--- config.mk ---
export PLATFORM = sky130hd
export DESIGN_NAME = pipe_reg_chain
export DESIGN_NICKNAME = d
export VERILOG_FILES = /design/src/rtl/pipe_pkg.sv /design/src/rtl/pipe_stage_reg.sv /design/src/rtl/pipe_reg_chain.sv
export SDC_FILE = /design/constraint.sdc
export NUM_CORES = 1
export LEC_CHECK = 0
export ABC_CLOCK_PERIOD_IN_PS = 3600
export CELL_PAD_IN_SITES_DETAIL_PLACEMENT = 1
export CELL_PAD_IN_SITES_GLOBAL_PLACEMENT = 1
export CORE_MARGIN = 2
export CORE_UTILIZATION = 34
export DETAILED_ROUTE_END_ITERATION = 16
export GPL_TIMING_DRIVEN = 0
export PLACE_DENSITY = 0.95
export SLEW_MARGIN = 5
export SYNTH_ARGS = -nofsm -noshare
export SYNTH_HDL_FRONTEND = slang
export SYNTH_SLANG_ARGS = --single-unit
--- constraint.sdc ---
create_clock -name clk -period 3.6 [get_ports clk]
set_input_delay 0.54 -clock clk [delete_from_list [all_inputs] [get_ports clk]]
set_output_delay 0.54 -clock clk [all_outputs]
set_load 0.1 [all_outputs]
--- src/rtl/pipe_pkg.sv ---
// -----------------------------------------------------------------------------
// pipe_pkg
// Shared constants for the parametrised inter-stage register chain of the
// 5-stage MIPS datapath.
//   MAX_DEPTH      : largest legal chain depth
//   STG_FD..STG_MW : stage indices of the classic fetch/decode, decode/execute,
//                    execute/memory and memory/writeback registers
//   DEF_BUBBLE_VAL : default payload for bubbles; all-zero keeps RegWrite,
//                    MemWrite and Branch inactive
// -----------------------------------------------------------------------------
package pipe_pkg;

    localparam int MAX_DEPTH = 8;

    localparam int STG_FD = 0;
    localparam int STG_DE = 1;
    localparam int STG_EM = 2;
    localparam int STG_MW = 3;

    localparam int DEF_BUBBLE_VAL = 0;

endpackage : pipe_pkg

--- src/rtl/pipe_stage_reg.sv ---
// -----------------------------------------------------------------------------
// pipe_stage_reg
// One pipeline register: WIDTH-bit payload plus valid bit, with the
// flush / hold / bubble / load selection applied at each rising edge.
// Ports:
//   clk        in   rising-edge clock
//   reset      in   synchronous active-high; loads BUBBLE_VAL, clears valid
//   flush      in   kill this stage at the next edge (beats hold)
//   hold       in   keep current contents
//   up_hold    in   upstream stage is frozen; insert a bubble
//   prev_data  in   payload offered by the upstream stage (or the input)
//   prev_valid in   valid bit offered by the upstream stage (or the input)
//   data       out  registered payload
//   valid      out  registered valid bit
// -----------------------------------------------------------------------------
module pipe_stage_reg #(
    parameter int               WIDTH      = 32,
    parameter logic [WIDTH-1:0] BUBBLE_VAL = '0
) (
    input  logic             clk,
    input  logic             reset,
    input  logic             flush,
    input  logic             hold,
    input  logic             up_hold,
    input  logic [WIDTH-1:0] prev_data,
    input  logic             prev_valid,
    output logic [WIDTH-1:0] data,
    output logic             valid
);

    always_ff @(posedge clk) begin
        if (reset) begin
            data  <= BUBBLE_VAL;
            valid <= 1'b0;
        end else if (flush) begin
            data  <= BUBBLE_VAL;
            valid <= 1'b0;
        end else if (hold) begin
            data  <= data;
            valid <= valid;
        end else if (up_hold || !prev_valid) begin
            // Bubble: either upstream is frozen, or the offered entry is not a
            // real instruction. Invalid payloads never travel down the chain.
            data  <= BUBBLE_VAL;
            valid <= 1'b0;
        end else begin
            data  <= prev_data;
            valid <= 1'b1;
        end
    end

endmodule : pipe_stage_reg

--- src/rtl/pipe_reg_chain.sv ---
// -----------------------------------------------------------------------------
// pipe_reg_chain
// DEPTH-long chain of WIDTH-bit pipeline registers with per-stage stall and
// flush, replacing the fixed IF/ID, ID/EX, EX/MEM and MEM/WB registers.
// A stall on stage k freezes stage k and every earlier stage; the first stage
// downstream of a frozen stage receives a bubble.
// Optional feature macro: PIPE_PERF_CNT_EN (adds CNT_W, stall_cnt, bubble_cnt).
// Ports:
//   clk         in   rising-edge clock
//   reset       in   synchronous active-high; clears the whole chain
//   in_data     in   payload entering stage 0
//   in_valid    in   in_data is a real instruction
//   in_ready    out  stage 0 accepts this cycle (PC may advance)
//   stall_i     in   stall_i[k] freezes stage k and all earlier stages
//   flush_i     in   flush_i[k] kills stage k at the next edge
//   stage_data  out  bits [k*WIDTH +: WIDTH] are the stage k register
//   stage_valid out  valid bit of stage k
//   stall_cnt   out  saturating count of cycles with in_ready low
//   bubble_cnt  out  saturating count of cycles with a bubble inserted or a
//                    valid stage flushed
// -----------------------------------------------------------------------------
module pipe_reg_chain
    import pipe_pkg::*;
#(
    parameter int               WIDTH      = 32,
    parameter int               DEPTH      = 4,
    parameter logic [WIDTH-1:0] BUBBLE_VAL = WIDTH'(DEF_BUBBLE_VAL)
`ifdef PIPE_PERF_CNT_EN
    ,
    parameter int               CNT_W      = 16
`endif
) (
    input  logic                   clk,
    input  logic                   reset,
    input  logic [WIDTH-1:0]       in_data,
    input  logic                   in_valid,
    output logic                   in_ready,
    input  logic [DEPTH-1:0]       stall_i,
    input  logic [DEPTH-1:0]       flush_i,
    output logic [DEPTH*WIDTH-1:0] stage_data,
    output logic [DEPTH-1:0]       stage_valid
`ifdef PIPE_PERF_CNT_EN
    ,
    output logic [CNT_W-1:0]       stall_cnt,
    output logic [CNT_W-1:0]       bubble_cnt
`endif
);

    if (DEPTH < 1 || DEPTH > MAX_DEPTH) begin : g_depth_check
        $error("pipe_reg_chain: DEPTH out of range 1..MAX_DEPTH");
    end

    // hold[k] = OR of stall_i[k..DEPTH-1]; built as a suffix-OR from the tail.
    logic [DEPTH-1:0] hold;

    always_comb begin
        hold            = '0;
        hold[DEPTH-1]   = stall_i[DEPTH-1];
        for (int k = DEPTH - 2; k >= 0; k--) begin
            hold[k] = stall_i[k] | hold[k + 1];
        end
    end

    assign in_ready = ~hold[STG_FD];

    // Per-stage registers; stage 0 is fed by the input port.
    for (genvar k = 0; k < DEPTH; k++) begin : g_stage
        if (k == 0) begin : g_first
            pipe_stage_reg #(
                .WIDTH      (WIDTH),
                .BUBBLE_VAL (BUBBLE_VAL)
            ) u_stage (
                .clk        (clk),
                .reset      (reset),
                .flush      (flush_i[k]),
                .hold       (hold[k]),
                .up_hold    (1'b0),
                .prev_data  (in_data),
                .prev_valid (in_valid),
                .data       (stage_data[k*WIDTH +: WIDTH]),
                .valid      (stage_valid[k])
            );
        end else begin : g_next
            pipe_stage_reg #(
                .WIDTH      (WIDTH),
                .BUBBLE_VAL (BUBBLE_VAL)
            ) u_stage (
                .clk        (clk),
                .reset      (reset),
                .flush      (flush_i[k]),
                .hold       (hold[k]),
                .up_hold    (hold[k-1]),
                .prev_data  (stage_data[(k-1)*WIDTH +: WIDTH]),
                .prev_valid (stage_valid[k-1]),
                .data       (stage_data[k*WIDTH +: WIDTH]),
                .valid      (stage_valid[k])
            );
        end
    end

`ifdef PIPE_PERF_CNT_EN
    function automatic logic [CNT_W-1:0] sat_inc(input logic [CNT_W-1:0] v);
        return (&v) ? v : v + CNT_W'(1);
    endfunction

    // A stage receives an inserted bubble when it is neither flushed nor held
    // but its upstream neighbour is held; stage 0 has no upstream neighbour.
    logic [DEPTH-1:0] bubble_ins;
    logic             bubble_evt;

    always_comb begin
        bubble_ins = '0;
        for (int k = 1; k < DEPTH; k++) begin
            bubble_ins[k] = ~flush_i[k] & ~hold[k] & hold[k-1];
        end
        bubble_evt = |(bubble_ins | (flush_i & stage_valid));
    end

    always_ff @(posedge clk) begin
        if (reset) begin
            stall_cnt  <= '0;
            bubble_cnt <= '0;
        end else begin
            if (!in_ready) begin
                stall_cnt <= sat_inc(stall_cnt);
            end
            if (bubble_evt) begin
                bubble_cnt <= sat_inc(bubble_cnt);
            end
        end
    end
`endif

endmodule : pipe_reg_chain

==> summary.txt <==
Timing
  – RSZ-0062 raised after global routing: no
  – Max-slew violations: 0
  – Hold_ws: 0.473 ns
  – Fin crit period: 3.39 ns
  – Hold Vio Cnt, Final: 0
  – Crit share post-route: 0.941
  – Clk_skew: 0.00705 ns
  – FMAX: 0.295 GHz
  – Slew at the pin closest to its max-slew limit: 1.05 ns
  – # setup viols final: 0
  – Setup TNS: 0 ns
  – Slew HR: 0.295

Layout
  – Commonest non-fill, non-tap cells in the layout: clkdlybuf4s50_1, dfxtp_1, a22o_1
  – Diode count: 0
  – Nets: 623
  – Sequential Area: 2640 um^2
  – P&R area growth vs syn: 60.3%
  – Final core utilization: 0.564
  – Most common cell after layout, fill and taps aside: clkdlybuf4s50_1
  – Area of the multi-input gates: 1420 um^2
  – Share of cells above drive strength 1: 0.0760
  – Filler instances: 1,316

Die
  – Starting Density: 0.352
  – Full die area: 13,500 um^2
  – Die Wd: 116 um
  – Row count: 40
  – # IOs: 176
  – Die Height: 116 um
  – Core Area: 12,100 um^2

Critical path
  – CP max FO: 10
  – Most used cell, CP: buf_2
  – R2R cell count: 4
  – R2R Setup Slk: 1.88 ns
  – Buffers and inverters on the worst path: 5
  – Worst path top cell family by delay: buffers and inverters
  – RR Endpoint: g_stage[3].g_next.u_stage.data[27]
  – CP startpoint kind: primary input
  – Critical path's slowest cell: clkdlybuf4s15_2
  – Reg2reg start: g_stage[2].g_next.u_stage.valid
  – Crit-path max cell delay: 0.59 ns
  – Req. time, crit path: 3.06 ns
  – Crit path cell chain: clkdlybuf4s50_1 > or4_1 > buf_2 > clkinv_1 > buf_2 > clkdlybuf4s15_2
  – Worst Setup End Kind: output pin
  – Critical path arrival: 2.85 ns
  – Critical path class: in -> out

Run
  – Number of max-cap violations: 0

Synth
  – Post-synthesis register bit count: 132
  – Cell Area, Synth: 4260 um^2
  – Syn Nets: 431
  – Mapped Cells: 388
  – Largest cells by area after synthesis: dfxtp_1, a22o_1, a21oi_1
  – Library cells used by synthesis: 23
  – Avg Inst Size Synth: 11.0 um^2
  – Seq/Total Area, Yosys: 0.620
  – Top cell type's share of synthesized area: 0.620
  – Post-synth top area cell: dfxtp_1
  – Ys Warns: 0

Detailed routing
  – Number of remaining DRC errors: 0
  – Avg WL per Cell: 20.8 um
  – Iter 0 DRT Violations: 268
  – Vias: 3,934
  – WL final: 15,800 um
  – Routed Antenna Nets: 0
  – Pre-Repair DR Iteration Count: 4
  – Via-per-instance ratio: 5.18

Placement
  – Dpl hpwl: 11,300 um
  – Routability cong.: 0.812
  – PortBufs: 173

Clock network
  – Num CTS Buffers: 17
  – Post-CTS Setup Repair Bufs: 0
  – CTS Root Cell: clkbuf_16
  – CTS tree: built
  – H-tree Lvls: 4
  – CTS clk-pin slew, worst paths: 0.06 ns
  – Worst skew pair latency: 0.41 ns
  – CTS max path bufs: 2
  – Sink Count: 132

Min path
  – Hold path depth: 2
  – Hold Startpoint: g_stage[0].g_first.u_stage.data[10]
  – Hold WC Path Type: reg -> reg
  – WHS Endpoint: g_stage[0].g_first.u_stage.data[10]

Pwr
  – Int Pwr: 2.68 mW
  – Sw power: 0.745 mW
  – Seq pwr share: 0.428
  – Clock power frac: 0.536
  – Pwr Density: 501 nW/um^2
  – Combinational Power Share: 0.036
  – Pleak: 2.46 nW
  – Max VDD drop: 0.000279 V
  – Sw frac: 0.218

GRT
  – First-pass GRT wire length: 24,100 um
  – Global route overflow: 0
  – Largest net degree at the start of global routing: 17
  – Vias in the first global route: 4,267
  – Initial antenna violation count: 0
  – Tot GR Track Use: 0.237

Outcome
  – Status: finished, final reports clean
==> registers in the layout, summed over array words and instances, names as in the netlist <==
name                           count
g_stage.g_next.u_stage.data       96
g_stage.g_first.u_stage.valid      1
g_stage.g_next.u_stage.valid       3
g_stage.g_first.u_stage.data      32
==> cells by family (layout without fill, tap and decap cells) <==
kind of cell,Yosys count,in the layout,synth area share
buf+inv,42,246,0.0469
simple gates,81,81,0.0916
flops,132,132,0.620
compound gates,133,133,0.242
==> area by class of cell <==
class	count	area share
flip-flops and latches	132	0.387
repair buffers	173	0.254
multi-input cells	214	0.208
clock buffers	17	0.0622
well taps	168	0.0308
clock inverters	14	0.0297
plain buffers	41	0.0287
inverters	1	0.000549
==> power groups by stage <==
stage / clock (mW) / sequential (mW) / combinational, mW
after detailed placement: 0 / 1.50 / 0.123
after floorplan: 0 / 1.51 / 0.0400
after global placement: 0 / 1.50 / 0.118
final: 1.84 / 1.46 / 0.124
after global routing: 1.92 / 1.46 / 0.132
after CTS: 1.85 / 1.46 / 0.124
==> cell usage after synthesis (all sizes together) <==
| master | n |
|---|---|
| nor3 | 4 |
| buf | 13 |
| or2 | 1 |
| nand3b | 1 |
| and3 | 2 |
| a21o | 1 |
| a21oi | 34 |
| clkinv | 1 |
| dfxtp | 132 |
| nor4b | 1 |
| nor2 | 3 |
| a22o | 96 |
| clkbuf | 28 |
| or4 | 1 |
| nor3b | 1 |
| o21ai | 1 |
| nand3 | 32 |
| and2 | 1 |
| a21boi | 1 |
| nand2 | 34 |
==> repair_timing <==
action | CTS | global route
gates resized for setup | 3 | 0
setup endpoints to repair | 1 | 0
hold buffers | 0 | 0
==> worst max-delay path by stage <==
| stage | startpoint | to | slack, ns | cells past startpoint |
|---|---|---|---|---|
| after global routing | stall_i[3] | in_ready | 0.13 | 6 |
| after floorplan | stall_i[3] | in_ready | 1.25 | 4 |
| after CTS | stall_i[3] | in_ready | 0.22 | 6 |
| after global placement | stall_i[3] | in_ready | -0.31 | 6 |
| final | stall_i[3] | in_ready | 0.21 | 6 |
| after detailed placement | stall_i[3] | in_ready | -0.35 | 6 |
==> worst reg2reg max path: stages (launching register included) <==
cell	delay, ns
dfxtp_1	0.37
and3_1	0.18
clkbuf_1	0.27
clkbuf_1	0.58
a22o_1	0.26
==> routing by layer <==
| layer | share of wire | GRT usage | wire [um] | vias to the layer above |
|---|---|---|---|---|
| li1 | - | - | - | 1809 |
| met2 | 0.52 | 0.427 | 8250 | 140 |
| met5 | 0 | 0 | 0 | - |
| met3 | 0.054 | 0.0612 | 858 | 29 |
| met1 | 0.40 | 0.270 | 6350 | 1956 |
| met4 | 0.020 | 0.0849 | 319 | 0 |
==> metrics by stage <==
step	power, mW	setup WS, ns	cell area (um^2)	std cells
CTS	3.44	0.220	6840	760
global placement	1.61	-0.313	6210	729
detailed placement	1.62	-0.348	6210	729
finish	3.42	0.213	6840	760
global route	3.52	0.133	6840	760
floorplan	1.55	1.25	4260	388
No activity file was read; power rests on OpenSTA's default activity.
